**src/rtl/tone_decoder.sv**
```systemverilog
// ============================================================================
//  Module   : tone_decoder
//  Purpose  : Measures square-wave half-periods and recovers octave/note,
//             with note start/end pulses and note duration.
//  Revision : 1.0
// ============================================================================
`default_nettype none

module tone_decoder #(
  parameter int CNT_W          = 24,
  parameter int SILENCE_CYCLES = 8_000_000,
  parameter int STABLE_COUNT   = 4,
  parameter int SCALE          = 0   // right shift applied to all period thresholds
) (
  input  logic        clk,
  input  logic        rst_n,
  input  logic        en,
  input  logic        tone_in,
  output logic [2:0]  octave,
  output logic [2:0]  note,
  output logic        note_on,
  output logic        note_valid,
  output logic        note_end,
  output logic [31:0] duration,
  output logic        range_err
);

  localparam int              c_RUN_W   = $clog2(STABLE_COUNT + 1);
  localparam logic [c_RUN_W-1:0] c_STABLE = c_RUN_W'(STABLE_COUNT);
  localparam logic [CNT_W-1:0] c_SILENCE = CNT_W'(SILENCE_CYCLES);
  localparam logic [CNT_W-1:0] c_HI      = CNT_W'(393416 >> SCALE);
  localparam logic [CNT_W-1:0] c_LO      = CNT_W'(196700 >> SCALE);
  localparam logic [CNT_W-1:0] c_THR_C   = CNT_W'(361375 >> SCALE);
  localparam logic [CNT_W-1:0] c_THR_D   = CNT_W'(321950 >> SCALE);
  localparam logic [CNT_W-1:0] c_THR_E   = CNT_W'(294857 >> SCALE);
  localparam logic [CNT_W-1:0] c_THR_F   = CNT_W'(270723 >> SCALE);
  localparam logic [CNT_W-1:0] c_THR_G   = CNT_W'(241188 >> SCALE);
  localparam logic [CNT_W-1:0] c_THR_A   = CNT_W'(214876 >> SCALE);

  typedef enum logic [1:0] {
    S_IDLE     = 2'd0,
    S_MEASURE  = 2'd1,
    S_NORM     = 2'd2,
    S_CLASSIFY = 2'd3
  } state_t;

  state_t               r_state;
  logic [1:0]           r_sync;
  logic                 r_tone_d;
  logic [CNT_W-1:0]     r_hp_cnt;
  logic [CNT_W-1:0]     r_p;
  logic [2:0]           r_oct;
  logic [c_RUN_W-1:0]   r_run;
  logic [2:0]           r_run_oct;
  logic [2:0]           r_run_note;
  logic [31:0]          r_dur_cnt;
  logic [31:0]          r_last_dur;

  logic                 w_edge;
  logic                 w_timeout;
  logic [2:0]           w_note;
  logic                 w_same;
  logic [c_RUN_W-1:0]   w_run_next;
  logic                 w_accept;

  assign w_edge    = r_sync[1] ^ r_tone_d;
  assign w_timeout = (r_hp_cnt == c_SILENCE);

  always_comb begin
    w_note = 3'd6;
    if      (r_p >= c_THR_C) w_note = 3'd0;
    else if (r_p >= c_THR_D) w_note = 3'd1;
    else if (r_p >= c_THR_E) w_note = 3'd2;
    else if (r_p >= c_THR_F) w_note = 3'd3;
    else if (r_p >= c_THR_G) w_note = 3'd4;
    else if (r_p >= c_THR_A) w_note = 3'd5;
  end

  assign w_same     = (r_run != '0) && (r_oct == r_run_oct) && (w_note == r_run_note);
  assign w_run_next = !w_same ? c_RUN_W'(1) :
                      (r_run >= c_STABLE) ? r_run : r_run + c_RUN_W'(1);
  assign w_accept   = (w_run_next >= c_STABLE) &&
                      (!note_on || ({r_oct, w_note} != {octave, note}));

  always_ff @(posedge clk or negedge rst_n) begin
    if (!rst_n) begin
      r_state    <= S_IDLE;
      r_sync     <= '0;
      r_tone_d   <= 1'b0;
      r_hp_cnt   <= '0;
      r_p        <= '0;
      r_oct      <= '0;
      r_run      <= '0;
      r_run_oct  <= '0;
      r_run_note <= '0;
      r_dur_cnt  <= '0;
      r_last_dur <= '0;
      octave     <= '0;
      note       <= '0;
      note_on    <= 1'b0;
      note_valid <= 1'b0;
      note_end   <= 1'b0;
      duration   <= '0;
      range_err  <= 1'b0;
    end else if (!en) begin
      r_state    <= S_IDLE;
      r_sync     <= '0;
      r_tone_d   <= 1'b0;
      r_hp_cnt   <= '0;
      r_p        <= '0;
      r_oct      <= '0;
      r_run      <= '0;
      r_run_oct  <= '0;
      r_run_note <= '0;
      r_dur_cnt  <= '0;
      r_last_dur <= '0;
      octave     <= '0;
      note       <= '0;
      note_on    <= 1'b0;
      note_valid <= 1'b0;
      note_end   <= 1'b0;
      duration   <= '0;
      range_err  <= 1'b0;
    end else begin
      note_valid <= 1'b0;
      note_end   <= 1'b0;
      range_err  <= 1'b0;
      r_sync     <= {r_sync[0], tone_in};
      r_tone_d   <= r_sync[1];

      if (w_edge)          r_hp_cnt <= '0;
      else if (!w_timeout) r_hp_cnt <= r_hp_cnt + 1'b1;

      if (note_on)           r_dur_cnt  <= r_dur_cnt + 32'd1;
      if (w_edge && note_on) r_last_dur <= r_dur_cnt;

      if (w_timeout) begin
        r_state <= S_IDLE;
        r_run   <= '0;
        if (note_on) begin
          note_end <= 1'b1;
          duration <= r_last_dur;
          note_on  <= 1'b0;
        end
      end else begin
        case (r_state)
          S_IDLE: if (w_edge) r_state <= S_MEASURE;
          S_MEASURE: begin
            if (w_edge) begin
              r_p     <= r_hp_cnt;
              r_oct   <= 3'd4;
              r_state <= S_NORM;
            end
          end
          // One octave shift per cycle until the period sits in [LO, HI).
          S_NORM: begin
            if (r_p >= c_HI) begin
              if (r_oct == 3'd0) begin
                range_err <= 1'b1;
                r_run     <= '0;
                r_state   <= S_MEASURE;
              end else begin
                r_p   <= r_p >> 1;
                r_oct <= r_oct - 3'd1;
              end
            end else if (r_p < c_LO) begin
              if (r_oct == 3'd7) begin
                range_err <= 1'b1;
                r_run     <= '0;
                r_state   <= S_MEASURE;
              end else begin
                r_p   <= r_p << 1;
                r_oct <= r_oct + 3'd1;
              end
            end else begin
              r_state <= S_CLASSIFY;
            end
          end
          S_CLASSIFY: begin
            r_run      <= w_run_next;
            r_run_oct  <= r_oct;
            r_run_note <= w_note;
            r_state    <= S_MEASURE;
            if (w_accept) begin
              octave     <= r_oct;
              note       <= w_note;
              note_valid <= 1'b1;
              note_on    <= 1'b1;
              r_dur_cnt  <= '0;
              if (note_on) begin
                note_end <= 1'b1;
                duration <= r_last_dur;
              end
            end
          end
          default: r_state <= S_IDLE;
        endcase
      end
    end
  end

endmodule

`default_nettype wire

```
**config.mk**
```make
export PLATFORM = sky130hd
export DESIGN_NAME = tone_decoder
export DESIGN_NICKNAME = d
export VERILOG_FILES = /design/src/rtl/tone_decoder.sv
export SDC_FILE = /design/constraint.sdc
export NUM_CORES = 1
export LEC_CHECK = 0
export CAP_MARGIN = 40
export CORE_MARGIN = 2
export CORE_UTILIZATION = 65
export DETAILED_ROUTE_END_ITERATION = 12
export PLACE_DENSITY = 0.84
export SLEW_MARGIN = 20
export SYNTH_ARGS = -nofsm -noshare
export SYNTH_HDL_FRONTEND = slang
export SYNTH_SLANG_ARGS = --single-unit
```
**constraint.sdc**
```tcl
create_clock -name clk -period 8.9 [get_ports clk]
set_clock_uncertainty 0.05 [all_clocks]
set_input_delay 1.78 -clock clk [delete_from_list [all_inputs] [get_ports clk]]
set_output_delay 1.78 -clock clk [all_outputs]
set_load 0.1 [all_outputs]
```
### Yosys cells after proc, flatten, opt, wreduce, memory -nomap -nowiden

Index checks and enable logic that the tools add are counted.

* $add $sub $neg: 5
* magnitude comparators: 10
* eq/ne operators: 27
* multiplexer cells: 91
* bitwise logic cells: 1
* reductions and logical operators: 15

Operators with widths (number)
* 32-bit 2-to-1 mux: 12
* 24-bit 2-to-1 mux: 10
* 24-bit by 19-bit greater-or-equal comparator with 1-bit output (second input constant): 5
* 3-bit 2-to-1 mux: 33
* 24-bit by 18-bit greater-or-equal comparator with 1-bit output (second input constant): 2
* 24-bit case mux with 2 select lines: 1
* 32-bit by 1-bit adder with 32-bit output (second input constant): 1
* 24-bit by 1-bit adder with 24-bit output (second input constant): 1
* 24-bit by 23-bit equality test with 1-bit output (second input constant): 1
* 24-bit by 18-bit less-than comparator with 1-bit output (second input constant): 1
* 2-bit 2-to-1 mux: 11
* 1-bit 2-to-1 mux: 21
* 4-bit != test (second input constant): 5
* 5-bit != test (second input constant): 3
* 3-bit case mux with 2 select lines: 2
* 3-bit by 1-bit != test with 1-bit output (second input constant): 3
* 2-bit case mux with 4 select lines: 1
* 4-bit AND reduction: 2
* 3-bit by 1-bit adder with 3-bit output (second input constant): 2
* 3-bit equality test: 2
* 3-bit greater-or-equal comparator (second input constant): 2
* 2-bit by 1-bit != test with 1-bit output (second input constant): 3
* 3-bit != test (second input constant): 2
* 6-bit != test: 1
* 17 further kinds: 22

* bits in registers: 171
* input port bits: 4
* output and inout port bits: 42
* word-level logic and storage cells: 167

### Logic depth before layout (Yosys ltp)

Gate-level depths: netlist of the first run.

* depth after elaboration: 16
* mapped depth: 11
* gate-level depth less buffers: 10

### Least setup slack after synthesis of the first run

OpenSTA, ideal clock, no wires.

* kind: input port to flip-flop
* start point: input en
* end point: register r_run[1]
* setup time: 126 ps
* data arrival time: 3042 ps
* path slack: 5682 ps
* cell stages on the path: 6
* path buffers: 1
* path through: clkbuf_1 inv_2 nor2_1 a32oi_1 nor4b_1 a311o_1

* word-level cells in the longest chain between the ends: 2

RTL lines
* from (decl): line 17 `input logic en,`
* 5-bit != test (no line) / 4-bit by 1-bit != test with 1-bit output (equally long branches)
* 4-bit AND reduction (no line)
* to (signal assigned): line 180 `r_run <= w_run_next;`
* to (decl): line 53 `logic [c_RUN_W-1:0] r_run;`

Parallel ways exist; a longest one is shown, timed or not.
A chain may end at the register's enable or synchronous reset.

### Worst setup path in the final report of the first run

Same ends and word-level chain as after synthesis.

==> results.md, run 1 <==
- Run status: finished clean
- Die Y: 120 um
- CTS tree: yes
- Placement row count: 42
- Cell area after technology mapping: 8790 um2
- Weighted congestion at the end of routability-driven global placement: 0.897
- End of the critical path: r_run[1]
- Post-CTS setup buffer count: 0
- Vias in the first global route: 7590
- Total cell area at the placement stage: 9930 um2
- Count of pins on the block boundary: 46
- Wire length of the first global-routing pass: 37.4 mm
- Sequential share of power: 45.4%
- Slack of the worst reg-to-reg path: 5.24 ns
- Clk Tree Root Cell: clkbuf_16
- Fraction of layout instances using a drive strength above 1: 10.9%
- Clock transition at the registers of the reported paths: 0.07 ns
- Critical Path RT: 9.16 ns
- Sequential cell area fraction in the yosys report: 48.7%
- Flip-flop and latch count after synthesis: 171
- Tightest Hold Check Type: reg -> reg
- Starting utilization of the core area: 66.4%
- Vias after detailed routing: 7499
- Count of input and output buffers: 45
- Count of pins over their slew limit: 0
- Endpoint of the lowest-slack register-to-register path: duration[1]
- Setup repair after global routing missed its margin: no
- Antenna viol nets, final: 0
- Worst Hold Slack: 0.433 ns
- Startpoint of the worst setup timing path: en
- Number of buffers created by CTS: 17
- Number of antenna violations at the first check in global routing: 0
- Total power divided by cell area: 171 nW/um2
- Most frequent cells in the layout: nand2_1 (174), dfrtp_1 (171), nor2_1 (100)
- Largest stage delay on the critical path: 0.55 ns
- Sink Count: 171
- Maximum number of pins on one net before global-route repair: 74
- Number of enable flip-flop cells after synthesis: 0
- Transition at the pin with the smallest max-transition slack: 0.750 ns
- Crit Path Class: in -> reg
- Post-Route WL: 22.9 mm
- Clock latency on the worst-skew pair: 0.43 ns
- Number of stages on the worst setup path: 7
- Most frequent standard cell in the layout excluding fill and tap cells: nand2_1
- Avg Vias per Cell: 6.31
- Synth async-reset ratio: 100%
- Crit-path cells: buf_2 -> buf_4 -> inv_2 -> nor2_1 -> a32oi_1 -> nor4b_1 -> a311o_1
- Power Internal: 0.00132 W
- Maximum capacitance violations: 0
- Fmax achieved: 259 MHz
- Accumulated negative setup slack: 0 ns
- Buffers and inverters on the worst path: 3
- Primary FF master, synth: dfrtp_1
- Net count after synthesis: 955
- Worst path arrival time: 4.12 ns
- Switching share of power: 27.2%
- Leakage power: 4.54 nW
- Routed length per instance: 19.3 um
- Hpwl dp: 14.1 mm
- Min Clock Period, post-route: 3.86 ns
- Area enclosed by the die boundary: 14500 um2
- DR DRC count: 0
- Die outline width: 120 um
- Family with the most delay on the worst path: buffers and inverters
- Worst slew margin: 49.9%
- Ratio of final minimum period to clock period: 43.4%
- Combinational cell fraction of total power: 11.7%
- Number of instances in the synthesized netlist: 941
- Remaining Overflow, GRT: 0
- Final setup fails: 0
- CTS resizes: 0
- Launch point of the worst reg-to-reg path: r_p[4]
- Layout Nets: 1014
- Final hold viol count: 0
- Count of unique library cells instantiated by Yosys: 68
- H-tree lvl count: 4
- Largest buffer count on any clock path: 2
- Syn-to-layout area delta: 20.6%
- Core box area: 13200 um2
- Count of hold buffers inserted by post-cts repair: 0
- Critical-path top delay cell: buf_4
- DRC marker count from the first detailed-route iteration: 1140
- Critical Path Source Type: input port
- Detailed Routing Iterations Pass 1: 6
- Total of warnings raised by yosys: 0
- Psw: 0.000494 W
- Average cell area after synthesis: 9.34 um2
- Worst Setup End Kind: flop
- Clk network pwr share: 42.9%
- Gr usage total: 32.6%
- Worst r2r path cells: 9
- N_diodes: 0
- Worst-path fanout max: 73
- Post-route cell area: 10600 um2
- Worst VDD drop: 0.138 mV
[flip-flops by register name, indices dropped and copies added, names as in the netlist, 2 cells and up]
signal,count
duration,32
octave,3
r_p,24
r_last_dur,32
r_oct,3
r_state,2
r_dur_cnt,32
r_run_oct,3
note,3
r_hp_cnt,24
r_sync,2
r_run_note,3
r_run,3
[metrics by stage]
step	total power [W]	setup slack (ns)	std cells	utilization, %
global placement	0.00103	4.68	1109	69.4
finish	0.00182	5.04	1189	80.1
detailed placement	0.00104	4.57	1155	75.0
CTS	0.00181	4.96	1187	79.6
global route	0.00188	4.87	1189	80.1
floorplan	0.000975	5.68	941	-
[power by group through the flow]
stage | clock network (W) | registers, W | logic (W)
after floorplan | 0 | 0.000818 | 0.000156
after global placement | 0 | 0.000836 | 0.000191
after detailed placement | 0 | 0.000837 | 0.000198
after CTS | 0.000783 | 0.000823 | 0.000205
after global routing | 0.000815 | 0.000826 | 0.000234
final | 0.000780 | 0.000825 | 0.000213
[cells by family (layout without fill, tap and decap cells)]
family	count (synthesis)	after routing	share of synthesized area, %
AOI/OAI and AO/OA	160	160	12.3
muxes	53	53	6.11
xor gates and xnor gates	58	58	5.78
adders and majority gates	10	10	1.51
and+or+nand+nor	395	395	20.4
DFF	171	171	48.7
buffers and inverters	94	166	5.20
[per-layer routing]
layer  share of wire, %  GRT usage, %
met1                 41          43.4
met2                 49          52.3
met3                7.0          6.13
met4                3.3          15.0
met5                  0             0
[worst min path at each step]
stage	endpoint	cells after the start	slack [ns]	start
2_1_floorplan	r_sync[1]	1	0.38	r_sync[0]
6_report	r_sync[1]	1	0.43	r_sync[0]
3_5_place_dp	r_sync[1]	1	0.42	r_sync[0]
3_3_place_gp	r_sync[1]	1	0.42	r_sync[0]
5_1_grt	r_sync[1]	1	0.45	r_sync[0]
4_1_cts	r_sync[1]	1	0.43	r_sync[0]
[area by class of cell]
| cell class | instances | area (um2) |
|---|---|---|
| clock buffer | 20 | 457 |
| clock inverter | 12 | 161 |
| fill | 760 | 2640 |
| inverter | 33 | 124 |
| multi-input combinational | 676 | 4060 |
| sequential | 171 | 4280 |
| tap | 176 | 220 |
| timing repair buffer | 101 | 1300 |
[Yosys cell counts, types with 2 or more instances]
master / count / area, um2
a211o_1: 3 / 26.3
nand4_1: 17 / 106
o21ai_0: 13 / 65.1
and4_1: 3 / 26.3
nand2_1: 174 / 653
nor3_1: 8 / 40.0
nor3_2: 2 / 20.0
o41ai_1: 3 / 26.3
o31a_1: 3 / 26.3
a2111o_1: 2 / 22.5
a22oi_1: 2 / 15.0
a2111oi_0: 2 / 17.5
buf_2: 5 / 25.0
xnor2_1: 23 / 201
a31o_2: 3 / 26.3
buf_12: 3 / 60.1
mux2i_1: 48 / 480
dfrtp_1: 171 / 4280
ha_1: 9 / 113
nor2_1: 102 / 383
o21a_1: 2 / 15.0
o22ai_1: 7 / 43.8
a21oi_1: 68 / 340
nand3_1: 32 / 160
and2_1: 4 / 25.0
a22o_1: 24 / 210
or3_1: 11 / 68.8
inv_1: 32 / 120
nand3b_1: 3 / 22.5
nor4_1: 7 / 43.8
o311ai_0: 3 / 26.3
o31ai_1: 4 / 30.0
nor4bb_1: 2 / 20.0
nor4b_1: 4 / 35.0
buf_1: 2 / 7.51
mux2_2: 5 / 56.3
clkbuf_1: 44 / 165
o32a_1: 2 / 20.0
buf_6: 6 / 67.6
and3_1: 13 / 81.3
nand2b_1: 5 / 31.3
xor2_1: 35 / 307
a211oi_1: 5 / 37.5
Note: power is estimated with default switching activity, not from simulation.
==> run 2: changes to the inputs <==
--- a/config.mk
+++ b/config.mk
@@ -7,9 +7,9 @@
 export LEC_CHECK = 0
 export CAP_MARGIN = 40
 export CORE_MARGIN = 2
-export CORE_UTILIZATION = 65
+export CORE_UTILIZATION = 60
 export DETAILED_ROUTE_END_ITERATION = 12
-export PLACE_DENSITY = 0.84
+export PLACE_DENSITY = 0.79
 export SLEW_MARGIN = 20
 export SYNTH_ARGS = -nofsm -noshare
 export SYNTH_HDL_FRONTEND = slang
==> constraint.sdc (replaced) <==
create_clock -name clk -period 4 [get_ports clk]
set_clock_uncertainty 0.05 [all_clocks]
set_input_delay 0.8 -clock clk [delete_from_list [all_inputs] [get_ports clk]]
set_output_delay 0.8 -clock clk [all_outputs]
set_load 0.1 [all_outputs]
==> run 2 against run 1 <==
Sequential share of layout area is 0.26 points higher. Cell area fell by 0.64%. Cell count grew 0.59%. Register-to-register slack got worse by 4.6 ns. Wire length down 14%. Critical path type is now reg -> reg. Combinational power grew 110%. Non-clock buffer count is 1 lower. Global-route usage is 6.0 points lower. Largest power group unchanged. Setup slack got worse by 4.4 ns.
==> results.md, run 2 (synthesis gave the netlist of run 1 again) <==
- Run status: finished clean
- Vias after detailed routing: 7039 (-6.1%)
- Worst Setup End Kind: flop
- N_diodes: 0 (unchanged)
- Clock transition at the registers of the reported paths: 0.07 ns (about the same)
- Accumulated negative setup slack: 0 ns (unchanged)
- Slack of the critical path: 0.623 ns (-4.42 ns)
- CTS tree: yes
- Avg Vias per Cell: 5.89 (-6.7%)
- Critical Path RT: 4.29 ns (-4.87 ns)
- Buffers and inverters on the worst path: 1 (-2)
- Min Clock Period, post-route: 3.38 ns
- Launch point of the worst reg-to-reg path: r_p[13]
- Most frequent cells in the layout: nand2_1 (174), dfrtp_1 (171), nor2_1 (100)
- Clock latency on the worst-skew pair: 0.43 ns (about the same)
- Number of antenna violations at the first check in global routing: 0 (unchanged)
- Wire length of the first global-routing pass: 34.1 mm (-8.8%)
- Syn-to-layout area delta: 19.9%
- Largest buffer count on any clock path: 2 (unchanged)
- Antenna viol nets, final: 0 (unchanged)
- Most frequent CP cell: and3_1
- Tightest Hold Check Type: in -> async
- Fraction of layout instances using a drive strength above 1: 10.9% (about the same)
- Layout Nets: 1013 (-0.099%)
- Starting utilization of the core area: 60.9% (-5.4 points)
- End of the critical path: duration[20]
- Largest stage delay on the critical path: 0.50 ns (-0.05 ns)
- Die outline width: 125 um (+3.9%)
- Worst slew margin: 54.9% (+5.0 points)
- Most frequent standard cell in the layout excluding fill and tap cells: nand2_1
- Worst Setup Slack post-DPL: 0.678 ns (-3.89 ns)
- Remaining Overflow, GRT: 0 (unchanged)
- Crit-path cells: or3_1 -> a2111o_1 -> and3_1 -> o31ai_1 -> and3_1 -> a22o_1 -> a41o_2 -> buf_12 -> mux2i_1
- Transition at the pin with the smallest max-transition slack: 0.676 ns (-0.0737 ns)
- Clk Tree Root Cell: clkbuf_16
- Fmax achieved: 296 MHz
- Worst VDD drop: 0.383 mV (+180%)
- Post-CTS setup buffer count: 0 (unchanged)
- Family with the most delay on the worst path: compound AO/OA/AOI/OAI gates
- Maximum number of pins on one net before global-route repair: 100 (+35%)
- Detailed Routing Iterations Pass 1: 5 (-1)
- Crit Path Class: reg -> reg
- H-tree lvl count: 4 (unchanged)
- Routed length per instance: 16.5 um (-14%)
- Hpwl dp: 12.8 mm (-9.1%)
- Setup repair after global routing missed its margin: no
- Number of buffers created by CTS: 17 (unchanged)
- Number of stages on the worst setup path: 9 (+2)
- Final hold viol count: 0 (unchanged)
- Critical-path top delay cell: a41o_2
- Count of pins on the block boundary: 46 (unchanged)
- Final setup fails: 0 (unchanged)
- Post-Route WL: 19.8 mm (-14%)
- Maximum capacitance violations: 0 (unchanged)
- Worst path arrival time: 3.67 ns (-0.45 ns)
- DR DRC count: 0 (unchanged)
- Leakage power: 4.50 nW (-0.78%)
- Weighted congestion at the end of routability-driven global placement: 0.960 (+7.1%)
- Endpoint of the lowest-slack register-to-register path: duration[20]
- Gr usage total: 26.5% (-6.0 points)
- Core box area: 14400 um2 (+8.9%)
- Worst-path fanout max: 16 (-78%)
- Worst r2r path cells: 9 (unchanged)
- Count of hold buffers inserted by post-cts repair: 0 (unchanged)
- DRC marker count from the first detailed-route iteration: 755 (-34%)
- Count of input and output buffers: 45 (unchanged)
- Die Y: 125 um (+3.9%)
- Vias in the first global route: 6834 (-10%)
- Sink Count: 171 (unchanged)
- Placement row count: 44 (+4.8%)
- CTS resizes: 0 (unchanged)
- Biggest regs: duration: 32 flops, r_dur_cnt: 32 flops, r_last_dur: 32 flops
- Critical Path Source Type: flop
- Ratio of final minimum period to clock period: 84.4%
- Total power divided by cell area: 382 nW/um2 (+120%)
- Startpoint of the worst setup timing path: r_p[13]
- Slack of the worst reg-to-reg path: 0.62 ns (-4.62 ns)
- Area enclosed by the die boundary: 15600 um2 (+8.0%)
- Count of pins over their slew limit: 0 (unchanged)
==> run 2: cell types whose count changed in the layout (fill, tap and decap cells not counted), sizes merged <==
| cell | before | now |
|---|---|---|
| clkinv | 4 | 3 |
| buf | 58 | 57 |
| clkbuf | 20 | 18 |
| inv | 36 | 38 |
| clkinvlp | 2 | 3 |
==> run 2: how the worst min path moves through the flow <==
stage / from / slack, ns / depth (start not counted) / end
3_5_place_dp: r_sync[0] / 0.40 / 1 / r_sync[1]
4_1_cts: rst_n / 0.34 / 1 / r_p[6]
6_report: rst_n / 0.31 / 1 / r_p[6]
3_3_place_gp: r_sync[0] / 0.39 / 1 / r_sync[1]
2_1_floorplan: r_sync[0] / 0.38 / 1 / r_sync[1]
5_1_grt: rst_n / 0.37 / 1 / r_p[6]
==> run 2: power by group <==
group          internal [W]  switching [W]  leakage [nW]
Clock               0.00102       0.000730         0.299
Sequential          0.00177      0.0000641          2.38
Combinational      0.000148       0.000297          1.82
Total               0.00293        0.00109          4.50
==> run 2: metal layers <==
layer / up-vias / global-route usage, % / routed length, um
met5: - / 0 / 0
met4: 0 / 8.10 / 297
met3: 21 / 4.36 / 1110
met2: 234 / 40.3 / 9220
met1: 3435 / 39.7 / 9150
li1: 3349 / - / -
==> run 2: area by class of cell <==
type                       instances  area, um2
sequential                       171       4280
multi-input combinational        676       4060
tap                              184        230
clock buffer                      18        439
clock inverter                    14        186
fill                            1030       3890
timing repair buffer             100       1210
inverter                          33        124
==> run 2: stage by stage <==
stage               power [W]  std cells  instance area, um2  hold slack (ns)  utilization (%)
floorplan             0.00217        941                8790            0.384                -
global route          0.00417       1196               10500            0.370             73.0
finish                0.00402       1196               10500            0.311             73.0
CTS                   0.00403       1196               10500            0.344             73.0
global placement      0.00229       1122                9270            0.385             64.2
detailed placement    0.00229       1164                9910            0.395             68.7
==> run 3: changes to the inputs <==
==> constraint.sdc (replaced) <==
create_clock -name clk -period 3.3 [get_ports clk]
set_clock_uncertainty 0.05 [all_clocks]
set_input_delay 0.66 -clock clk [delete_from_list [all_inputs] [get_ports clk]]
set_output_delay 0.66 -clock clk [all_outputs]
set_load 0.1 [all_outputs]
==> run 3 against run 2 <==
Sequential power is 21% higher. Wire length is 2.4% lower. Non-clock buffer count is 27 lower. Global-route usage is 0.92 points lower. Clock-buffer cell count stayed put. Via count is 2.4% lower. Combinational power is 29% higher. Clock power is 18% higher. Sequential share of layout area is 2.5 points higher. Worst hold slack worse by 0.23 ns. Largest power group unchanged.
==> results.md, run 3 (synthesis gave the netlist of run 1 again) <==
- Most frequent cells in the layout: nand2_1 (174), dfrtp_1 (171), nor2_1 (100)
- Vias in the first global route: 6655 (-2.6%)
- Endpoint of the lowest-slack register-to-register path: duration[13]
- Worst-path fanout max: 18 (+2)
- Accumulated negative setup slack: 0 ns (unchanged)
- Avg Vias per Cell: 5.88 (about the same)
- Sink Count: 171 (unchanged)
- Post-route cell area: 9910 um2 (-5.9%)
- Worst slew margin: 62.5% (+7.6 points)
- Largest buffer count on any clock path: 2 (unchanged)
- DR DRC count: 0 (unchanged)
- Layout Nets: 986 (-2.7%)
- Post-Route WL: 19.3 mm (-2.4%)
- Most frequent standard cell in the layout excluding fill and tap cells: nand2_1
- Slack of the worst reg-to-reg path: 0.17 ns (-0.45 ns)
- Maximum number of pins on one net before global-route repair: 96 (-4.0%)
- DRC marker count from the first detailed-route iteration: 765 (+1.3%)
- Clock latency on the worst-skew pair: 0.43 ns (about the same)
- Launch point of the worst reg-to-reg path: r_p[20]
- Maximum capacitance violations: 0 (unchanged)
- Count of pins on the block boundary: 46 (unchanged)
- Min Clock Period, post-route: 3.13 ns (-0.251 ns)
- Weighted congestion at the end of routability-driven global placement: 0.895 (-6.8%)
- Fmax achieved: 320 MHz (+8.0%)
- Ratio of final minimum period to clock period: 94.7% (+10 points)
- Gr usage total: 25.6% (-0.92 points)
- Leakage power: 4.36 nW (-3.1%)
- Total power divided by cell area: 489 nW/um2 (+28%)
- Clock transition at the registers of the reported paths: 0.07 ns (about the same)
- Count of input and output buffers: 45 (unchanged)
- Critical Path RT: 3.60 ns (-0.69 ns)
- Antenna viol nets, final: 0 (unchanged)
- Vias after detailed routing: 6867 (-2.4%)
- Final setup fails: 0 (unchanged)
- Count of hold buffers inserted by post-cts repair: 0 (unchanged)
- # fillers: 1101 (+6.9%)
- Run status: finished clean
- Core box area: 14400 um2 (unchanged)
- Count of pins over their slew limit: 0 (unchanged)
- Hpwl dp: 12.5 mm (-2.2%)
- Routed length per instance: 16.5 um (about the same)
- Wire length of the first global-routing pass: 32.9 mm (-3.4%)
- Area enclosed by the die boundary: 15600 um2 (unchanged)
- Placement row count: 44 (unchanged)
- CTS tree: yes
- Worst path arrival time: 3.42 ns (-0.25 ns)
- Transition at the pin with the smallest max-transition slack: 0.557 ns (-0.119 ns)
- Number of antenna violations at the first check in global routing: 0 (unchanged)
- Remaining Overflow, GRT: 0 (unchanged)
- Detailed Routing Iterations Pass 1: 5 (unchanged)
- Clk Tree Root Cell: clkbuf_16
- Critical Path Source Type: flop
- Fraction of layout instances using a drive strength above 1: 12.7% (+1.8 points)
- Worst VDD drop: 0.430 mV (+12%)
- Tightest Hold Check Type: in -> async
- Die outline width: 125 um (unchanged)
- Worst r2r path cells: 9 (unchanged)
- Syn-to-layout area delta: 12.8%
- N_diodes: 0 (unchanged)
- Setup repair after global routing missed its margin: no
- Biggest regs: duration: 32 flops, r_dur_cnt: 32 flops, r_last_dur: 32 flops
- Number of buffers created by CTS: 17 (unchanged)
- Final hold viol count: 0 (unchanged)
- Starting utilization of the core area: 60.9% (unchanged)
- Post-route core utilization: 68.7% (-4.3 points)
- Total cell area at the placement stage: 9300 um2 (-6.2%)
- Die Y: 125 um (unchanged)
- Crit Path Class: reg -> reg
- H-tree lvl count: 4 (unchanged)
- Worst Setup End Kind: flop
[run 3: changes by cell type in the layout (fill, tap and decap cells not counted), moves of 2 or more]
cell             previous run  this run
buf_8                      41         0
buf_4                      11        66
inv_8                       3         1
clkdlybuf4s50_1            43         1
buf_12                      2         4
[run 3: metal layers]
metal,up-vias,track usage [%],routed length (um)
met5,-,0,0
met4,0,7.39,250
met3,23,5.95,1090
met2,203,38.0,8790
met1,3357,38.2,9170
li1,3284,-,-
[run 3: worst max-delay path by stage]
stage	slack [ns]	start	endpoint	cells past startpoint
global route	0.03	r_p[15]	duration[13]	9
finish	0.17	r_p[20]	duration[13]	9
floorplan	0.32	note_on	r_dur_cnt[31]	8
CTS	0.17	r_p[20]	r_dur_cnt[2]	9
global placement	0.22	r_p[20]	r_run[0]	8
detailed placement	0.19	r_p[20]	r_run[0]	8
[run 3: area by class of cell]
class                           instances  area (um2)  area share, %
Timing Repair Buffer                   73         602           6.07
Clock inverter                         12         165           1.67
Multi-Input combinational cell        676        4070           41.1
Sequential cell                       171        4280           43.2
Inverter                               33         124           1.25
Tap cell                              184         230           2.32
Clock buffer                           18         439           4.43
[run 3: per-stage QoR]
stage                     hold WS, ns  setup slack (ns)  power (W)  instances
after CTS                      0.0821             0.167    0.00486       1167
after global routing           0.0998            0.0316    0.00504       1167
final                          0.0768             0.175    0.00485       1167
after floorplan                 0.314             0.316    0.00263        941
after detailed placement        0.398             0.190    0.00281       1137
after global placement          0.388             0.224    0.00281       1137
[run 3: where the power goes]
group / switching [W] / internal [W] / total [W]
registers: 0.0000683 / 0.00214 / 0.00221
logic: 0.000373 / 0.000203 / 0.000576
clock network: 0.000849 / 0.00122 / 0.00206
total: 0.00129 / 0.00356 / 0.00485
[run 3: worst max-delay path, cell delays in order (launching register included)]
cell and delay, ns:
dfrtp_1 0.40, or4_4 0.57, nand2b_4 0.23, a211o_1 0.34, a211o_1 0.32, o32a_1 0.19
a22o_1 0.26, a41o_2 0.30, buf_12 0.18, mux2i_1 0.19
[run 3: what timing repair did]
action / 4_1_cts / 5_1_grt
setup endpoints to repair: 0 / 23
resized for setup: 0 / 2
setup buffers: 0 / 0
